$ cat src/rtl/mem_stage_pkg.sv
// rtl/mem_stage_pkg.sv - shared codes for the memory pipeline stage
//
// Purpose: write-back source codes, load/store funct3 encodings and the
// memory-stage FSM state type, shared by mem_stage and mem_align.
// Ports: none (package).
package mem_stage_pkg;

  // Write-back source select
  localparam logic [1:0] WB_ALU = 2'b00;
  localparam logic [1:0] WB_MEM = 2'b01;
  localparam logic [1:0] WB_PC  = 2'b10;

  // Load funct3
  localparam logic [2:0] F3_LB  = 3'b000;
  localparam logic [2:0] F3_LH  = 3'b001;
  localparam logic [2:0] F3_LW  = 3'b010;
  localparam logic [2:0] F3_LBU = 3'b100;
  localparam logic [2:0] F3_LHU = 3'b101;

  // Store funct3
  localparam logic [2:0] F3_SB  = 3'b000;
  localparam logic [2:0] F3_SH  = 3'b001;
  localparam logic [2:0] F3_SW  = 3'b010;

  typedef enum logic {
    S_IDLE = 1'b0,
    S_WAIT = 1'b1
  } state_e;

endpackage

$ cat src/rtl/mem_align.sv
// rtl/mem_align.sv - byte-lane steering, legality check and load extension
//
// Purpose: purely combinational helper for the memory stage.
// Ports:
//   addr_lo_i     byte offset within the word (alu_result[1:0])
//   funct3_i      access size/sign
//   is_store_i    1 for stores, 0 for loads
//   store_data_i  raw store data (rs2)
//   load_raw_i    raw word read from memory
//   be_o          byte enables for the accessed lanes
//   wdata_o       lane-replicated store data
//   misaligned_o  access is misaligned or the funct3 is illegal
//   load_data_o   lane-selected, sign/zero-extended load result
module mem_align
  import mem_stage_pkg::*;
#(
  parameter int XLEN = 32
) (
  input  logic [1:0]      addr_lo_i,
  input  logic [2:0]      funct3_i,
  input  logic            is_store_i,
  input  logic [XLEN-1:0] store_data_i,
  input  logic [XLEN-1:0] load_raw_i,
  output logic [3:0]      be_o,
  output logic [XLEN-1:0] wdata_o,
  output logic            misaligned_o,
  output logic [XLEN-1:0] load_data_o
);

  logic [XLEN-1:0] lane_shifted;

  // Bring the addressed byte/half down to bit 0 before extension.
  assign lane_shifted = load_raw_i >> {addr_lo_i, 3'b000};

  always_comb begin
    be_o         = 4'b1111;
    wdata_o      = store_data_i;
    misaligned_o = 1'b0;
    load_data_o  = load_raw_i;

    case (funct3_i[1:0])
      2'b00: begin
        be_o    = 4'b0001 << addr_lo_i;
        wdata_o = {4{store_data_i[7:0]}};
      end
      2'b01: begin
        be_o         = 4'b0011 << addr_lo_i;
        wdata_o      = {2{store_data_i[15:0]}};
        misaligned_o = addr_lo_i[0];
      end
      default: begin
        be_o         = 4'b1111;
        misaligned_o = |addr_lo_i;
      end
    endcase

    if (is_store_i) begin
      if (funct3_i[2]) misaligned_o = 1'b1;
    end else begin
      if (funct3_i == 3'b011 || funct3_i == 3'b110 || funct3_i == 3'b111)
        misaligned_o = 1'b1;
    end

    case (funct3_i)
      F3_LB:   load_data_o = {{24{lane_shifted[7]}}, lane_shifted[7:0]};
      F3_LBU:  load_data_o = {24'd0, lane_shifted[7:0]};
      F3_LH:   load_data_o = {{16{lane_shifted[15]}}, lane_shifted[15:0]};
      F3_LHU:  load_data_o = {16'd0, lane_shifted[15:0]};
      default: load_data_o = load_raw_i;
    endcase
  end

endmodule

$ cat src/rtl/mem_stage.sv
// rtl/mem_stage.sv - load/store pipeline stage with stall on busy memory
//
// Purpose: issues loads/stores on a valid/ready data-memory port, stalls
// upstream while memory is busy, and registers results into write-back.
// Ports:
//   clk, rst_n                      clock, async active-low reset
//   alu_result, rs2_data, rd_addr   execute-stage results
//   reg_write, mem_write, funct3,
//   wb_mux                          control from execute
//   forward_mem                     forwarding value back to execute
//   stall                           hold all upstream stages
//   dmem_*                          data-memory request/response port
//   rd_addr_out, reg_write_out,
//   wb_mux_out, alu_out_wb,
//   load_data_wb                    registered write-back fields
//   misalign                        one-cycle pulse for a suppressed access
module mem_stage
  import mem_stage_pkg::*;
#(
  parameter int ADDR_W = 32,
  parameter int XLEN   = 32
) (
  input  logic              clk,
  input  logic              rst_n,
  input  logic [XLEN-1:0]   alu_result,
  input  logic [XLEN-1:0]   rs2_data,
  input  logic [4:0]        rd_addr,
  input  logic              reg_write,
  input  logic              mem_write,
  input  logic [2:0]        funct3,
  input  logic [1:0]        wb_mux,
  output logic [XLEN-1:0]   forward_mem,
  output logic              stall,
  output logic              dmem_req,
  output logic              dmem_we,
  output logic [ADDR_W-1:0] dmem_addr,
  output logic [3:0]        dmem_be,
  output logic [XLEN-1:0]   dmem_wdata,
  input  logic [XLEN-1:0]   dmem_rdata,
  input  logic              dmem_ready,
  output logic [4:0]        rd_addr_out,
  output logic              reg_write_out,
  output logic [1:0]        wb_mux_out,
  output logic [XLEN-1:0]   alu_out_wb,
  output logic [XLEN-1:0]   load_data_wb,
  output logic              misalign
);

  state_e          state_q, state_d;
  logic            access;
  logic            misaligned;
  logic            bad_access;
  logic [XLEN-1:0] load_ext;

  logic [4:0]      rd_addr_q;
  logic            reg_write_q;
  logic [1:0]      wb_mux_q;
  logic [XLEN-1:0] alu_q;
  logic [XLEN-1:0] load_q;
  logic            misalign_q;

  mem_align #(.XLEN(XLEN)) u_align (
    .addr_lo_i    (alu_result[1:0]),
    .funct3_i     (funct3),
    .is_store_i   (mem_write),
    .store_data_i (rs2_data),
    .load_raw_i   (dmem_rdata),
    .be_o         (dmem_be),
    .wdata_o      (dmem_wdata),
    .misaligned_o (misaligned),
    .load_data_o  (load_ext)
  );

  assign access      = mem_write | (wb_mux == WB_MEM);
  assign bad_access  = access & misaligned;
  assign forward_mem = alu_result;
  assign dmem_addr   = {alu_result[ADDR_W-1:2], 2'b00};
  assign dmem_we     = mem_write & dmem_req;

  // Request/stall are combinational so a zero-wait access completes in
  // the same cycle; rst_n gating drops them the instant reset asserts.
  always_comb begin
    state_d  = state_q;
    dmem_req = 1'b0;
    stall    = 1'b0;
    case (state_q)
      S_IDLE: begin
        dmem_req = access & ~misaligned & rst_n;
        stall    = dmem_req & ~dmem_ready;
        if (stall) state_d = S_WAIT;
      end
      S_WAIT: begin
        dmem_req = rst_n;
        stall    = rst_n & ~dmem_ready;
        if (dmem_ready) state_d = S_IDLE;
      end
      default: state_d = S_IDLE;
    endcase
  end

  always_ff @(posedge clk or negedge rst_n) begin
    if (!rst_n) begin
      state_q     <= S_IDLE;
      rd_addr_q   <= '0;
      reg_write_q <= 1'b0;
      wb_mux_q    <= '0;
      alu_q       <= '0;
      load_q      <= '0;
      misalign_q  <= 1'b0;
    end else begin
      state_q <= state_d;
      if (stall) begin
        // Bubble into write-back while memory is still busy.
        reg_write_q <= 1'b0;
        wb_mux_q    <= '0;
        misalign_q  <= 1'b0;
      end else begin
        rd_addr_q   <= rd_addr;
        reg_write_q <= reg_write & ~bad_access;
        wb_mux_q    <= wb_mux;
        alu_q       <= alu_result;
        load_q      <= load_ext;
        misalign_q  <= bad_access;
      end
    end
  end

  assign rd_addr_out   = rd_addr_q;
  assign reg_write_out = reg_write_q;
  assign wb_mux_out    = wb_mux_q;
  assign alu_out_wb    = alu_q;
  assign load_data_wb  = load_q;
  assign misalign      = misalign_q;

endmodule

$ cat config.mk
export PLATFORM = sky130hd
export DESIGN_NAME = mem_stage
export DESIGN_NICKNAME = d
export VERILOG_FILES = /design/src/rtl/mem_stage_pkg.sv /design/src/rtl/mem_align.sv /design/src/rtl/mem_stage.sv
export SDC_FILE = /design/constraint.sdc
export NUM_CORES = 1
export LEC_CHECK = 0
export ABC_AREA = 1
export BUFFER_PORTS_ARGS = -buffer_cell sky130_fd_sc_hd__buf_2
export CORE_MARGIN = 2
export CORE_UTILIZATION = 41
export CTS_BUF_LIST = sky130_fd_sc_hd__clkbuf_8
export CTS_CLUSTER_DIAMETER = 100
export DETAILED_ROUTE_END_ITERATION = 12
export PLACE_DENSITY_LB_ADDON = 0.08
export SETUP_SLACK_MARGIN = 0.1
export SKIP_CTS_REPAIR_TIMING = 1
export SYNTH_ARGS = -nofsm -noshare
export SYNTH_HDL_FRONTEND = slang
export SYNTH_HIERARCHICAL = 1
export SYNTH_SLANG_ARGS = --single-unit
export TNS_END_PERCENT = 1
$ cat constraint.sdc
create_clock -name clk -period 1.61 [get_ports clk]
set_input_delay 0.161 -clock clk [delete_from_list [all_inputs] [get_ports clk]]
set_output_delay 0.161 -clock clk [all_outputs]
set_load 0.02 [all_outputs]
# ---- Yosys cells after proc, flatten, opt, wreduce, memory -nomap -nowiden
# Index checks and enable logic that the tools add are counted.
dict set report op_classes {
  n_eq_ne 8
  shifts 3
  muxes 15
  bitwise 12
  n_reduce_logical 5
}
# operator n
set op_table {}
lappend op_table {{32-bit one-hot mux with 4 select lines} 1}
lappend op_table {{32-bit one-hot mux with 2 select lines} 1}
lappend op_table {{32-bit by 5-bit >> shifter with 16-bit output} 1}
lappend op_table {{3-bit == test, second input constant} 4}
lappend op_table {{1-bit one-hot mux with 2 select lines} 4}
lappend op_table {{4-bit one-hot mux with 2 select lines} 1}
lappend op_table {{1-bit bitwise AND} 7}
lappend op_table {{1-bit two-way mux} 7}
lappend op_table {{2-bit by 1-bit == test with 1-bit output, second input constant} 2}
lappend op_table {{1-bit NOT} 4}
lappend op_table {{1-bit by 2-bit << shifter with 4-bit output, first input constant} 1}
lappend op_table {{2-bit by 2-bit << shifter with 4-bit output, first input constant} 1}
lappend op_table {{3-bit by 1-bit == test with 1-bit output, second input constant} 1}
lappend op_table {{3-bit by 2-bit == test with 1-bit output, second input constant} 1}
lappend op_table {{3-bit zero test} 1}
lappend op_table {{2-bit zero test} 1}
lappend op_table {{1-bit logical OR} 2}
lappend op_table {{2-bit two-way mux} 1}
lappend op_table {{2-bit OR reduction} 1}
lappend op_table {{1-bit OR} 1}
dict set report word_totals {
  register_bits 74
  inputBits 111
  output_inout_bits 176
}

# ---- Logic depth before layout (Yosys ltp)
# Gate-level depths: netlist of run 1.
dict set report depth {
  depth_word 11
  mapped_depth 12
}

# ---- By module
# Netlist of run 1, hierarchy kept.
# mod instances cells_each area_per_inst_um2 seq_area_each_um2
set modules_own_cells {}
lappend modules_own_cells {mem_stage 1 390 3478.3 1851.8}
lappend modules_own_cells {mem_align 1 264 1291.2 0.0}

# ---- Least setup slack after synthesis of run 1
# No wires, ideal clock.
dict set report synth_path {
  kind {input port to output port}
  from {input funct3[0]}
  to {output dmem_we}
  t_arrival_ps 1487
  path_slack_ps -38
  cell_stages 10
  cell_sequence {buf_2 > nor2_1 > buf_2 > o21ai_0 > nor2_1 > nand2_2 > nand2_4 > buf_4 > nand2_1 > inv_1}
}
dict set report synth_via {
  elab_chain_cells 10
  elab_cells_between_ends 16
  classes_between {4 x eq/ne; 5 x mux; 4 x bitwise; 3 x reduce/logical}
}
# item line
set synth_rtl {}
lappend synth_rtl {{start: declaration} mem_stage.sv:30} ;# input logic [2:0] funct3,
lappend synth_rtl {{3-bit by 2-bit == test with 1-bit output or 3-bit == test (tied branches)} mem_align.sv:60} ;# if (funct3_i == 3'b011 || funct3_i == 3'b110 || funct3_i == 3'b111)
lappend synth_rtl {{1-bit logical OR (2 in a row)} mem_align.sv:60}
lappend synth_rtl {{1-bit two-way mux} mem_align.sv:60}
lappend synth_rtl {{1-bit two-way mux *} mem_align.sv:57} ;# if (is_store_i) begin
lappend synth_rtl {{named net misaligned} mem_stage.sv:51} ;# logic misaligned;
lappend synth_rtl {{1-bit NOT *} mem_stage.sv:88} ;# dmem_req = access & ~misaligned & rst_n;
lappend synth_rtl {{1-bit bitwise AND * (2 in a row)} mem_stage.sv:88}
lappend synth_rtl {{1-bit one-hot mux with 2 select lines *} mem_stage.sv:86} ;# case (state_q)
lappend synth_rtl {{named net dmem_req} mem_stage.sv:34} ;# output logic dmem_req,
lappend synth_rtl {{1-bit bitwise AND *} mem_stage.sv:78} ;# assign dmem_we = mem_write & dmem_req;
lappend synth_rtl {{end: declaration} mem_stage.sv:35} ;# output logic dmem_we,
# Mark *: on every way through the listed nets, which the timed path passes. The rest lies on a longest branch.

# ---- Final worst setup path of run 1
dict set report layout_path {
  from {input funct3[0]}
  to {output dmem_req}
}
dict set report layout_via {
  elab_chain_cells 9
  elab_cells_between_ends 15
  classes_between {4 x eq/ne; 5 x mux; 3 x bitwise; 3 x reduce/logical}
}
# item line
set layout_rtl {}
lappend layout_rtl {{3-bit by 2-bit == test with 1-bit output or 3-bit == test (tied branches)} mem_align.sv:60}
lappend layout_rtl {{1-bit logical OR (2 in a row)} mem_align.sv:60}
lappend layout_rtl {{1-bit two-way mux} mem_align.sv:60}
lappend layout_rtl {{1-bit two-way mux *} mem_align.sv:57}
lappend layout_rtl {{named net misaligned} mem_stage.sv:51}
lappend layout_rtl {{1-bit NOT *} mem_stage.sv:88}
lappend layout_rtl {{1-bit bitwise AND * (2 in a row)} mem_stage.sv:88}
lappend layout_rtl {{1-bit one-hot mux with 2 select lines *} mem_stage.sv:86}
lappend layout_rtl {{end: declaration} mem_stage.sv:34}
# Marks and branches as above.

==> key figures, run 1 <==
Global route
  • Total GRT Usage: 0.242
  • Number of global-route vias before repair: ~4.8k
  • Initial antenna violation count: 0
  • GRT overflow: 0
  • Pin count of the biggest net entering global routing: 61
  • First-pass GRT wire length: 24300 um

Setup path
  • Most common cell on crit path: o21ai_1
  • Reg2reg start: state_q$_DFF_PN0_
  • Max FO, Critical Path: 9
  • Slowest CP cell: buf_2
  • Crit-path leading delay family: buffers and inverters
  • Worst-path cell chain: buf_4 > inv_1 > o21ai_1 > o21ai_0 > o21ai_1 > nor2_1 > nand2_2 > nand2_4 > buf_12 > buf_2
  • Setup CP Type: in -> out
  • Startpoint Class: input pin
  • R2r worst-path depth: 7
  • Worst setup EP type: primary output
  • R2r setup slk: 390 ps
  • Peak per-stage delay on the critical path: 160 ps
  • Worst EP arrival: about 1300 ps
  • Req. time, crit path: roughly 1500 ps
  • Worst R2R End: alu_out_wb[4]$_DFFE_PN0N_
  • Buf/Inv on CP: 4
  • Stages on worst setup path: 10

Floorplanning
  • Die Y: 112 um
  • Die width: 112 um
  • I/O pin count: 287
  • Die area: roughly 13000 um^2
  • Core box area: 11400 um^2
  • Row count: 39
  • Initial Util: 0.420

Yosys
  • Syn Std Cell Area: around 4800 um^2
  • Distinct cells, synth: 23
  • Post-Synthesis Cells: 654
  • Top cells by area, synth: dfrtp_1, nand2_1, nand3_1, buf_4, buf_6
  • Avg Inst Size Synth: 7.29 um^2
  • Synth top area share: 0.388
  • Cell accounting for the most synthesized area: dfrtp_1
  • Flops & latches, synth: 74
  • YS warnings: 6
  • Register area share after synthesis: 0.388

Clocking
  • Clock Pin Slew Worst Setup and Hold Paths: 90 ps
  • Worst-Skew Late Latency: 370 ps
  • Clock tree root buffer cell: clkbuf_8
  • CTS Sinks: 74
  • CTS Buffer Depth: 2
  • TritonCTS buffer count: 9
  • CTS tree: built
  • Max H-tree Level: 3

Layout
  • Ant diodes: 0
  • Multi-input gate area: 2020 um^2
  • Post-layout util: 0.547
  • Layout cell share with drive strength beyond 1: 0.401
  • Post-route cell area: 6220 um^2
  • Nets: 989
  • Register area: 1850 um^2
  • Fillers: ~1.1k
  • Area grow syn2layout: 30.4%

STA
  • Setup_tns: 0 ps
  • Clk_skew: 11.6 ps
  • Fin crit period: 1450 ps
  • Final hold vios: 16
  • Measured slew at the worst slew-check pin: between 700 and 800 ps
  • Final period util: 0.904
  • Worst hold margin: -15.0 ps
  • Slew Viols, Final: 0
  • Final setup vio count: 0
  • Fmax: a little under 0.7 GHz
  • RSZ-0062 raised after global routing: yes
  • Slew headroom: 0.489

Route
  • Post-route ant nets: 0
  • DRT Wirelength: 15300 um
  • Vias: 5120
  • Initial DRC Count: roughly 330
  • DR pass1 iterations: 5
  • Routed vias/inst: about 5
  • WL/cell: 14.9 um
  • Remaining DRCs: 0

Place
  • DP Area: 5860 um^2
  • RD Place Congestion: 0.920
  • IO buf count: 284
  • HPWL after DPL: 11700 um

Status
  • Failing checks: negative hold slack
  • Status: finished, violations left

Power
  • Pwr Total: 0.00565 W
  • Leak: 3.69 nW
  • PwrDens: 909 nW/um^2
  • Worst vdd ir: between 0.4 and 0.5 mV

Min path
  • Worst hold path class: in -> async

Flow run
  • Max-Cap Viols: 0
==> state kept, by name (all words and copies together) (netlist names) <==
name,cells
alu_out_wb,32
load_data_wb,32
misalign,1
rd_addr_out,5
reg_write_out,1
state_q,1
wb_mux_out,2
==> worst max-delay path by stage <==
stage,from,to,slack [ps]
after global placement,funct3[0],alu_out_wb[27]$_DFFE_PN0N_,40
final,funct3[0],dmem_req,160
after CTS,funct3[0],stall,30
after global routing,funct3[0],dmem_req,60
after detailed placement,funct3[0],alu_out_wb[9]$_DFFE_PN0N_,10
after floorplan,alu_result[1],dmem_we,100
==> cell families after synthesis <==
family / share of synthesized area
DFF: 0.388
other: 0.000786
and+or+nand+nor: 0.376
AOI/OAI and AO/OA: 0.0446
buffers and inverters: 0.190
==> layer usage <==
metal | up-vias | GRT usage | share of wire
met2 | 285 | 0.421 | 0.49
li1 | 2471 | - | -
met5 | - | 0 | 0
met1 | 2344 | 0.294 | 0.40
met4 | 0 | 0.0798 | 0.017
met3 | 20 | 0.0577 | 0.090
==> worst reg2reg max path, delay by kind of cell, from the launching register on <==
| kind | cells | cell delay, ps |
|---|---|---|
| and+or+nand+nor | 5 | 430 |
| DFF | 1 | 390 |
| buffers and inverters | 2 | 350 |
==> report_power, final <==
part           internal [W]  switching [W]  total (W)
sequential          0.00203      0.0000992    0.00213
clock               0.00105       0.000791    0.00184
combinational      0.000585        0.00110    0.00168
total               0.00367        0.00199    0.00565
==> stage by stage <==
step                      cells  setup slack, ps  hold WS, ps
after floorplan             655              100         -135
after global placement      998             41.3          149
after detailed placement    998             12.2          158
after CTS                  1014             34.5         -243
after global routing       1026             61.2         3.20
final                      1026              155        -15.0
==> cell usage after synthesis (all sizes together) <==
cell type / n
o21ai: 28
dfrtp: 74
nor2: 18
a21oi: 10
o211ai: 3
nor3: 1
nand2: 258
clkbuf: 9
buf: 102
conb: 1
inv: 20
nand3: 130
==> placed cells by master (no fill, tap or decap) <==
cell / instances
nand2_4: 4
nand2_2: 4
dfrtp_1: 74
nand3_2: 6
conb_1: 2
buf_4: 24
inv_1: 15
o211ai_1: 3
nor2_4: 1
nor3_2: 1
nand3_1: 124
o21ai_1: 3
inv_6: 4
clkinvlp_4: 1
buf_12: 8
nor2_2: 2
buf_2: 282
inv_4: 1
nand2_1: 249
nand2_8: 1
clkbuf_8: 9
dlygate4sd3_1: 9
inv_2: 3
a21oi_1: 10
nor2_1: 15
bufinv_16: 3
o21ai_0: 25
==> cell type report <==
class	count	share of cell area
clock buffers	9	0.0199
multi-input cells	450	0.324
repair buffers	323	0.296
well taps	143	0.0288
clock inverters	7	0.0199
inverters	20	0.0133
flip-flops and latches	74	0.298
Power figures use the tool's default switching activity.
==> run 2: changes to the inputs <==
--- a/config.mk
+++ b/config.mk
@@ -7,6 +7,7 @@
 export LEC_CHECK = 0
 export ABC_AREA = 1
 export BUFFER_PORTS_ARGS = -buffer_cell sky130_fd_sc_hd__buf_2
+export CORE_ASPECT_RATIO = 0.75
 export CORE_MARGIN = 2
 export CORE_UTILIZATION = 41
 export CTS_BUF_LIST = sky130_fd_sc_hd__clkbuf_8
==> key figures, run 2 (synthesis gave the netlist of run 1 again) <==
Power
  • PwrDens: 827 nW/um^2 (-9.1%)
  • Sw Ratio: 0.371 (+0.0192)
  • P_int: 0.00322 W (-12%)
  • Sw Pwr: 0.00190 W (-4.5%)
  • Worst vdd ir: 0.448 mV (-4.6%)
  • Comb pwr share: 0.331 (+0.033)
  • Leak: 3.69 nW (+0.15%)
  • Seq pwr share: 0.417 (+0.039)
  • Clock network fraction of design power: 0.253 (-0.072)

Setup path
  • Reg2reg start: state_q$_DFF_PN0_
  • Setup CP Type: reg -> out
  • Worst-path cell chain: nand2_1 > nand2_8 > buf_12 > buf_2
  • Buf/Inv on CP: 2 (-2)
  • Worst setup EP type: primary output
  • Startpoint Class: flip-flop
  • Peak per-stage delay on the critical path: 380 ps (+220 ps)
  • Crit-path leading delay family: flip-flops
  • Worst setup path start: state_q$_DFF_PN0_
  • Stages on worst setup path: 4 (-6)
  • Worst R2R End: alu_out_wb[11]$_DFFE_PN0N_
  • Worst setup endpoint: dmem_req
  • Worst EP arrival: 1300 ps (about the same)
  • Req. time, crit path: 1450 ps (about the same)
  • R2r setup slk: 460 ps (+70 ps)
  • R2r worst-path depth: 6 (-1)
  • Slowest CP cell: dfrtp_1
  • Max FO, Critical Path: 7 (-2)

Clocking
  • CTS Sinks: 74 (unchanged)
  • Worst-Skew Late Latency: 350 ps (-20 ps)
  • Clock Pin Slew Worst Setup and Hold Paths: 80 ps (about the same)
  • CTS tree: built
  • Max H-tree Level: 3 (unchanged)
  • Clock tree root buffer cell: clkbuf_8
  • CTS Buffer Depth: 2 (unchanged)
  • TritonCTS buffer count: 9 (unchanged)

Floorplanning
  • Die width: 129 um (+15%)
  • I/O pin count: 287 (unchanged)
  • Initial Util: 0.415 (-0.00425)
  • Core box area: 11500 um^2 (+1.0%)
  • Die area: 12500 um^2 (about the same)
  • Die Y: 97.4 um (-13%)
  • Row count: 34 (-13%)

Min path
  • Worst hold path class: in -> async

Route
  • Vias: 5010 (-2.1%)
  • Routed vias/inst: 4.85 (-2.8%)
  • DRT Wirelength: 14700 um (-4.3%)
  • WL/cell: 14.2 um (-5.0%)
  • Post-route ant nets: 0 (unchanged)
  • DR pass1 iterations: 5 (unchanged)
  • Remaining DRCs: 0 (unchanged)
  • Initial DRC Count: 299 (-9.9%)

Status
  • Failing checks: negative hold slack
  • Status: finished, violations left

Global route
  • First-pass GRT wire length: 23200 um (-4.6%)
  • Number of global-route vias before repair: 4597 (-4.1%)
  • GRT overflow: 0 (unchanged)
  • Pin count of the biggest net entering global routing: 53 (-13%)
  • Initial antenna violation count: 0 (unchanged)
  • Total GRT Usage: 0.232 (-0.00982)

STA
  • Final period util: 0.909 (+0.00559)
  • Measured slew at the worst slew-check pin: 677 ps (-88.7 ps)
  • Final hold vios: 37 (+21)
  • Fin crit period: 1460 ps (+9.00 ps)
  • Slew headroom: 0.548 (+0.0591)
  • Setup_tns: 0 ps (unchanged)
  • Final setup vio count: 0 (unchanged)
  • RSZ-0062 raised after global routing: yes
  • Worst hold margin: -31.1 ps (-16.0 ps)
  • Clk_skew: 5.98 ps (-5.62 ps)
  • Fmax: 0.683 GHz (-0.62%)
  • Slew Viols, Final: 0 (unchanged)

Flow run
  • Max-Cap Viols: 0 (unchanged)

Place
  • RD Place Congestion: 0.875 (-4.8%)
  • HPWL after DPL: 11100 um (-5.0%)
  • DP Area: 5970 um^2 (+1.9%)
  • IO buf count: 284 (unchanged)

Layout
  • Most common cell after layout, fill and taps aside: buf_2
  • Most frequent cells in the layout: buf_2, nand2_1, nand3_1
  • Area grow syn2layout: 29.8%
  • Nets: 996 (+0.71%)
  • Post-route cell area: 6190 um^2 (-0.46%)
  • Ant diodes: 0 (unchanged)
  • Layout cell share with drive strength beyond 1: 0.412 (+0.0108)
run 2: routing by layer:
layer / track usage / vias to the layer above / wire, um
met5: 0 / - / 0
met4: 0.0552 / 0 / 112
met3: 0.0468 / 16 / 1060
met2: 0.369 / 216 / 6900
met1: 0.326 / 2293 / 6600
li1: - / 2485 / -
run 2: cell type report:
| class | count | area, um^2 |
|---|---|---|
| fill | 1173 | 5300 |
| multi-input combinational | 450 | 2030 |
| timing repair buffer | 330 | 1880 |
| sequential | 74 | 1850 |
| tap | 144 | 180 |
| clock buffer | 10 | 138 |
| inverter | 20 | 82.6 |
| clock inverter | 5 | 31.3 |
run 2: worst min-delay path by stage:
| stage | slack, ps | endpoint | cells after the start | startpoint |
|---|---|---|---|---|
| after floorplan | -130 | alu_out_wb[0]$_DFFE_PN0N_ | 0 | rst_n |
| final | -30 | reg_write_out$_DFF_PN0_ | 2 | rst_n |
| after global routing | 4 | reg_write_out$_DFF_PN0_ | 3 | reg_write |
| after CTS | -420 | load_data_wb[13]$_DFFE_PN0N_ | 1 | rst_n |
| after detailed placement | -30 | load_data_wb[13]$_DFFE_PN0N_ | 1 | rst_n |
| after global placement | -30 | load_data_wb[13]$_DFFE_PN0N_ | 1 | rst_n |
run 2: stage by stage:
stage                     power, W  worst slack [ps]  utilization  cells  hold WS, ps
after floorplan            0.00324               100            -    655         -135
after global placement     0.00384              73.1        0.520   1014        -32.4
after detailed placement   0.00385              32.3        0.520   1014        -27.3
after CTS                  0.00518              66.7        0.534   1029         -419
after global routing       0.00545              83.2        0.539   1033         3.54
final                      0.00512               146        0.539   1033        -31.1
run 2: power groups by stage:
stage	combinational, W	clock, W	sequential [W]
2_1_floorplan	0.000855	0	0.00238
3_3_place_gp	0.00167	0	0.00217
3_5_place_dp	0.00169	0	0.00216
4_1_cts	0.00169	0.00135	0.00213
5_1_grt	0.00185	0.00145	0.00216
6_report	0.00169	0.00129	0.00213
